==> src/rtl/uart_rx_core.sv <==
// uart_rx_core
//   8N1-style asynchronous serial receiver. It takes the already-synchronized
//   serial bit, detects the start bit, and samples every bit at mid-bit using
//   a clock-divider counter. Each good byte is delivered as a one-cycle valid
//   pulse, and bad frames are reported with one-cycle error pulses.
//
//   Optional feature: define UART_RX_PARITY_EN to add one even-parity bit
//   after the data bits. Without it, parity_err is tied to 0.
//
// Parameters
//   CLKDIV     clk cycles per serial bit (even, >= 4)
//   DATA_BITS  data bits per frame, LSB first (5..9)
//
// Ports
//   clk         receive-domain clock, posedge
//   reset       asynchronous active-high reset
//   rxd         synchronized serial line, idle high
//   rx_data     last good word, held until the next good frame
//   rx_valid    one-cycle pulse: rx_data was updated
//   frame_err   one-cycle pulse: stop bit sampled low
//   parity_err  one-cycle pulse: parity mismatch
//   rx_busy     high whenever the FSM is not idle
module uart_rx_core #(
  parameter int CLKDIV    = 16,
  parameter int DATA_BITS = 8
) (
  input  logic                 clk,
  input  logic                 reset,
  input  logic                 rxd,
  output logic [DATA_BITS-1:0] rx_data,
  output logic                 rx_valid,
  output logic                 frame_err,
  output logic                 parity_err,
  output logic                 rx_busy
);

  localparam int CW = $clog2(CLKDIV);
  localparam int BW = $clog2(DATA_BITS);
  localparam logic [CW-1:0] CNT_HALF = CW'(CLKDIV / 2 - 1);
  localparam logic [CW-1:0] CNT_FULL = CW'(CLKDIV - 1);
  localparam logic [BW-1:0] BIT_LAST = BW'(DATA_BITS - 1);

  typedef enum logic [2:0] {
    S_IDLE,
    S_START,
    S_DATA,
    S_PARITY,
    S_STOP,
    S_BREAK
  } state_t;

  state_t               r_state, w_state_next;
  logic [CW-1:0]        r_cnt, w_cnt_next;
  logic [BW-1:0]        r_bit, w_bit_next;
  logic [DATA_BITS-1:0] r_shift, w_shift_next;
  logic [DATA_BITS-1:0] r_data, w_data_next;
  logic                 r_valid, w_valid_next;
  logic                 r_ferr, w_ferr_next;
  logic                 r_busy;
  logic                 w_sample;
`ifdef UART_RX_PARITY_EN
  logic                 r_perr, w_perr_next;
  logic                 r_par_fail, w_par_fail_next;
`endif

  // Counter reaching zero marks the mid-bit sampling point.
  assign w_sample = (r_cnt == '0);

  always_comb begin
    w_state_next = r_state;
    w_cnt_next   = r_cnt;
    w_bit_next   = r_bit;
    w_shift_next = r_shift;
    w_data_next  = r_data;
    w_valid_next = 1'b0;
    w_ferr_next  = 1'b0;
`ifdef UART_RX_PARITY_EN
    w_perr_next     = 1'b0;
    w_par_fail_next = r_par_fail;
`endif
    case (r_state)
      S_IDLE: begin
        if (!rxd) begin
          w_state_next = S_START;
          w_cnt_next   = CNT_HALF;
        end
      end
      S_START: begin
        if (w_sample) begin
          if (rxd) begin
            // Line went back high before mid start bit: treat as a glitch.
            w_state_next = S_IDLE;
          end else begin
            w_state_next = S_DATA;
            w_cnt_next   = CNT_FULL;
            w_bit_next   = '0;
`ifdef UART_RX_PARITY_EN
            w_par_fail_next = 1'b0;
`endif
          end
        end else begin
          w_cnt_next = r_cnt - CW'(1);
        end
      end
      S_DATA: begin
        if (w_sample) begin
          // Shift in at the MSB so the first (LSB) bit ends in bit 0.
          w_shift_next = {rxd, r_shift[DATA_BITS-1:1]};
          w_cnt_next   = CNT_FULL;
          if (r_bit == BIT_LAST) begin
`ifdef UART_RX_PARITY_EN
            w_state_next = S_PARITY;
`else
            w_state_next = S_STOP;
`endif
          end else begin
            w_bit_next = r_bit + BW'(1);
          end
        end else begin
          w_cnt_next = r_cnt - CW'(1);
        end
      end
`ifdef UART_RX_PARITY_EN
      S_PARITY: begin
        if (w_sample) begin
          // Even parity: data bits plus parity bit must XOR to zero.
          w_par_fail_next = ^{r_shift, rxd};
          w_cnt_next      = CNT_FULL;
          w_state_next    = S_STOP;
        end else begin
          w_cnt_next = r_cnt - CW'(1);
        end
      end
`endif
      S_STOP: begin
        if (w_sample) begin
          if (rxd) begin
            w_state_next = S_IDLE;
`ifdef UART_RX_PARITY_EN
            if (r_par_fail) begin
              w_perr_next = 1'b1;
            end else begin
              w_data_next  = r_shift;
              w_valid_next = 1'b1;
            end
`else
            w_data_next  = r_shift;
            w_valid_next = 1'b1;
`endif
          end else begin
            w_state_next = S_BREAK;
            w_ferr_next  = 1'b1;
`ifdef UART_RX_PARITY_EN
            w_perr_next = r_par_fail;
`endif
          end
        end else begin
          w_cnt_next = r_cnt - CW'(1);
        end
      end
      S_BREAK: begin
        // Hold here through a long low so a break reports one frame error.
        if (rxd) begin
          w_state_next = S_IDLE;
        end
      end
      default: begin
        w_state_next = S_IDLE;
      end
    endcase
  end

  always_ff @(posedge clk or posedge reset) begin
    if (reset) begin
      r_state <= S_IDLE;
      r_cnt   <= '0;
      r_bit   <= '0;
      r_shift <= '0;
      r_data  <= '0;
      r_valid <= 1'b0;
      r_ferr  <= 1'b0;
      r_busy  <= 1'b0;
`ifdef UART_RX_PARITY_EN
      r_perr     <= 1'b0;
      r_par_fail <= 1'b0;
`endif
    end else begin
      r_state <= w_state_next;
      r_cnt   <= w_cnt_next;
      r_bit   <= w_bit_next;
      r_shift <= w_shift_next;
      r_data  <= w_data_next;
      r_valid <= w_valid_next;
      r_ferr  <= w_ferr_next;
      r_busy  <= (w_state_next != S_IDLE);
`ifdef UART_RX_PARITY_EN
      r_perr     <= w_perr_next;
      r_par_fail <= w_par_fail_next;
`endif
    end
  end

  assign rx_data   = r_data;
  assign rx_valid  = r_valid;
  assign frame_err = r_ferr;
  assign rx_busy   = r_busy;
`ifdef UART_RX_PARITY_EN
  assign parity_err = r_perr;
`else
  assign parity_err = 1'b0;
`endif

endmodule
==> config.mk <==
export PLATFORM = sky130hd
export DESIGN_NAME = uart_rx_core
export DESIGN_NICKNAME = d
export VERILOG_FILES = /design/src/rtl/uart_rx_core.sv
export SDC_FILE = /design/constraint.sdc
export NUM_CORES = 1
export LEC_CHECK = 0
export CORE_ASPECT_RATIO = 1.75
export CORE_MARGIN = 2
export CORE_UTILIZATION = 50
export CTS_CLUSTER_DIAMETER = 80
export DETAILED_ROUTE_END_ITERATION = 6
export DONT_BUFFER_PORTS = 1
export PLACE_DENSITY = 0.65
export SLEW_MARGIN = 15
export SYNTH_ARGS = -nofsm -noshare
export SYNTH_HDL_FRONTEND = slang
export SYNTH_SLANG_ARGS = --single-unit
==> constraint.sdc <==
create_clock -name clk -period 5.6 [get_ports clk]
set_input_delay 1.68 -clock clk [delete_from_list [all_inputs] [get_ports clk]]
set_output_delay 1.68 -clock clk [all_outputs]
set_load 0.05 [all_outputs]
Word-level counts from Yosys, hierarchy flattened --
Index checks and enable logic that the tools add are counted.
Cells by class: shifts and indexed selects 0, muxes and demuxes 26, $mul 0, bitwise logic cells 0, divide/modulo/power cells 0, reduce and logical (&&, ||, !) cells 9, $add $sub $neg 2, magnitude comparators 0, equality and inequality tests 12
Operators with widths (number):
- $mux 3 | 11
- $mux 4 | 5
- $pmux 4 s4 | 1
- $pmux 3 s5 | 1
- $ne 2x2->1 const B | 6
- $eq 3x3->1 const B | 3
- $mux 1 | 6
- $pmux 3 s2 | 1
- $reduce_and 5->1 | 1
- $logic_not 4->1 | 1
- $reduce_and 4->1 | 1
- $reduce_bool 4->1 | 1
- $sub 4x1->4 const B | 1
- $add 3x1->3 const B | 1
- $eq 3x1->1 const B | 1
- $eq 3x2->1 const B | 1
- $logic_not 3->1 | 1
- $ne 3x3->1 const B | 1
- $reduce_and 3->1 | 1
- $reduce_bool 3->1 | 1
- $mux 2 | 1
- $reduce_and 2->1 | 1
- $reduce_bool 2->1 | 1
Storage, ports and cells: memories 0, logic and storage cells 57, input bits 3, register bits after elaboration 29, memory bits (writable) 0, latch bits 0, output and inout port bits 12, bits in read-only memories 0

Logic depth before layout (Yosys ltp) --
depth in word-level cells 5, mapped depth 6, mapped depth without buffers 6

Worst setup path after synthesis --
Ideal clock, no wire load.
kind input port to flip-flop, from in rxd, to reg r_data[0] (netlist: rx_data[0]), required time 5.475 ns, setup time 0.125 ns, path slack 2.842 ns, arrival time 2.633 ns, buffers on the path 1, cell stages on the path 3, cell sequence clkbuf_1 -> nand4_1 -> mux2_2
On the way: word-level cells in the longest chain between the ends 1
RTL lines:
- start, declared | line 29 | input logic rxd,
- $reduce_and 3->1 (no source line)
- end signal, assigned | line 192 | r_data <= w_data_next;
- end, declared | line 56 | logic [DATA_BITS-1:0] r_data, w_data_next;
Every way passes these cells. A chain may end at the register's enable or synchronous reset.

Worst setup path in the final report --
from reg r_data[1] (netlist: rx_data[1]), to out rx_data[1]
RTL lines:
- end, declared | line 30 | output logic [DATA_BITS-1:0] rx_data,
No word-level cell between the ends.

==> summary.txt <==
Run status
  • Result of the run: finished clean

Min path
  • Hold-critical path depth: 2
  • Worst hold path type: reg -> reg

Routing
  • WL/cell: roughly 16 um
  • First drt pass iteration count: 4
  • DRC viols: 0
  • ANT nets after route: 0
  • Routed vias: 910
  • Iteration-0 DRC Markers: 9
  • Final wirelength: roughly 2400 um
  • DR vias/cell: approximately 6.1

Setup path
  • Critical Path Stages: 0
  • Startpoint types: flop
  • CP Capture Type: output port
  • Worst endpoint data arrival time: 0.91 ns
  • R2R setup slack: ~3.3 ns
  • Worst setup endpoint: rx_data[1]
  • Critical path peak fanout: 2
  • Reg2reg start: r_cnt[0]$_DFFE_PP0P_
  • FF-to-FF End: rx_data[6]$_DFFE_PP0P_
  • Worst Setup SP: rx_data[1]$_DFFE_PP0P_
  • Worst path required time: between 3 and 4 ns
  • Worst-case reg-to-reg path depth: 5
  • Critical path class: reg -> out

Power and ir drop
  • Comb pwr share: a little under a quarter
  • Leakage power: a little under 0.0007 uW
  • VDD IR max: about 0.00023 V
  • Switching part of the total: approximately a third
  • Clock power frac: between 20% and 30%
  • PwrDens: 384 mW/mm2
  • Sw power: between 150 and 200 uW
  • Seq pwr share: between 50% and 60%
  • Int Pwr: roughly 390 uW

STA
  • Measured slew at the worst slew-check pin: 0.607 ns
  • Setup TNS: 0 ns
  • Final-report hold violation count: 0
  • Fin Clk Skew: around 0.0032 ns
  • Crit share post-route: 46.3%
  • Unrepaired setup endpoints after global routing: false
  • Fin crit period: roughly 2.6 ns
  • Fmax: between 300 and 400 MHz
  • Max-slew violation count: 0
  • Final setup fails: 0
  • Max-slew headroom: approximately three fifths

Die
  • Core area: around 0.0027 mm2
  • Ports: 15
  • Starting Density: a little over half
  • Die Area: ~0.0033 mm2
  • # rows: 25
  • Die width: roughly 44 um
  • Die Y: 74.0 um

Clock tree
  • Clock transition at the registers of the reported paths: approximately 0.06 ns
  • CTS Buf Count: 5
  • CTS HTree Levels: 2
  • Post_cts resized: 0
  • Clk Latency, worst-skew pair: about 0.27 ns
  • CTS tree: built
  • Root cell of the clock tree: clkbuf_8
  • Clk sinks: 29
  • CTS max path bufs: 2
  • Postcts setup bufs: 0
  • Hold Buf Count CTS: 0

Finish
  • Syn-to-layout area delta: 5.71%
  • ANT cells: 0
  • Fill cells: 240
  • Layout cell share with drive strength beyond 1: between 20% and 30%
  • Nets: between 100 and 150
  • Commonest cells after routing, fill and taps aside: 29 x dfrtp_1, 16 x mux2_2, 8 x nand2_1
  • Design Area, Final: roughly 0.0015 mm2
  • Commonest non-fill, non-tap cell in the layout: dfrtp_1

Placement
  • Placed instance area: 0.00141 mm2
  • I/O Buffers: 0
  • HPWL Detailed: 1770 um
  • Placer Congestion: ~0.82

Global routing
  • GR Overflow Total: 0
  • First-pass GRT wire length: 3920 um
  • Vias in the first global route: 858
  • Largest net degree at the start of global routing: 30
  • GRT Util Overall: ~17%
  • Initial antenna violation count: 0

Synth
  • Post-synth cell types: 38
  • Top_reg_cell synth: dfrtp_1
  • Post-synth EDFFs: 0
  • Syn nets: 127
  • Ys Warns: 0
  • Ys async rst share: 100%
  • Mean Syn Cell Area: 11.6 um2
  • Mapped Area: between 0.001 and 0.0015 mm2
  • Mapped Cells: between 100 and 150
  • #FFs+latches synth: 29
  • Sequential share of the synthesized area: around 52%

Flow run
  • Max Cap Viol: 0
## kinds of logic (layout without fill, tap and decap cells)
family                     count (synthesis)  after routing  synth area share (%)
AOI/OAI and AO/OA                         23             23                  11.2
other                                      1              1                 0.268
xor gates and xnor gates                   1              1                 0.625
buffers and inverters                     12             12                  3.57
muxes                                     18             18                  14.3
adders and majority gates                  3              3                  2.68
and+or+nand+nor                           34             34                  15.5
DFF                                       29             29                  51.8
## synthesized netlist by cell type (all sizes together) (2+ instances only)
cell type	n	area, um2
dfrtp	29	726
mux2	16	180
nand2	8	30.0
o21ai	7	35.0
inv	6	22.5
nor2	6	22.5
nor3b	5	47.5
a21oi	3	15.0
buf	3	16.3
clkbuf	3	11.3
ha	3	37.5
o31ai	3	22.5
or3	3	20.0
mux2i	2	20.0
nand4	2	12.5
nor4	2	12.5
nor4b	2	17.5
o21a	2	15.0
## power by group through the flow
stage / sequential (uW) / combinational, uW / clock, uW
5_1_grt: 296 / 150 / 164
3_3_place_gp: 292 / 129 / 0
2_1_floorplan: 276 / 122 / 0
4_1_cts: 290 / 132 / 157
3_5_place_dp: 294 / 132 / 0
6_report: 290 / 129 / 149
## registers in the layout (all words and copies together), names as in the netlist
register   flops
r_state        3
rx_valid       1
rx_data        8
rx_busy        1
r_bit          3
frame_err      1
r_shift        8
r_cnt          4
## per-stage QoR
step / hold slack, ns / setup WS [ns] / cells / power (uW) / utilization (%)
5_1_grt: 0.533 / 2.87 / 148 / 611 / 55.1
6_report: 0.500 / 3.01 / 148 / 568 / 55.1
3_5_place_dp: 0.487 / 2.80 / 142 / 426 / 52.3
3_3_place_gp: 0.469 / 2.86 / 142 / 421 / 52.3
4_1_cts: 0.500 / 2.99 / 148 / 579 / 55.1
2_1_floorplan: 0.454 / 2.84 / 121 / 397 / -
## final cells by class
cell class	instances	area [um2]	area share (%)
sequential	29	726	49.0
multi-input combinational	80	626	42.2
clock buffer	5	68.8	4.65
tap	27	33.8	2.28
inverter	6	22.5	1.52
clock inverter	1	5.00	0.338
## worst min path at each step
stage	end	startpoint	slack [ns]
global placement	r_bit[1]$_DFFE_PP0P_	r_bit[1]$_DFFE_PP0P_	0.47
detailed placement	r_bit[2]$_DFFE_PP0P_	r_bit[2]$_DFFE_PP0P_	0.49
finish	r_bit[2]$_DFFE_PP0P_	r_bit[2]$_DFFE_PP0P_	0.50
CTS	r_bit[2]$_DFFE_PP0P_	r_bit[2]$_DFFE_PP0P_	0.50
global route	r_bit[2]$_DFFE_PP0P_	r_bit[2]$_DFFE_PP0P_	0.53
floorplan	r_bit[1]$_DFFE_PP0P_	r_bit[1]$_DFFE_PP0P_	0.45
## metal layers
| metal | vias to the layer above | track usage [%] | wire (um) |
|---|---|---|---|
| met1 | 452 | 17.6 | 957 |
| met3 | 4 | 5.83 | 96 |
| met4 | 0 | 9.09 | 31 |
| met2 | 16 | 29.9 | 1360 |
| met5 | - | 0 | 0 |
| li1 | 438 | - | - |
(Power assumes the default switching activity.)
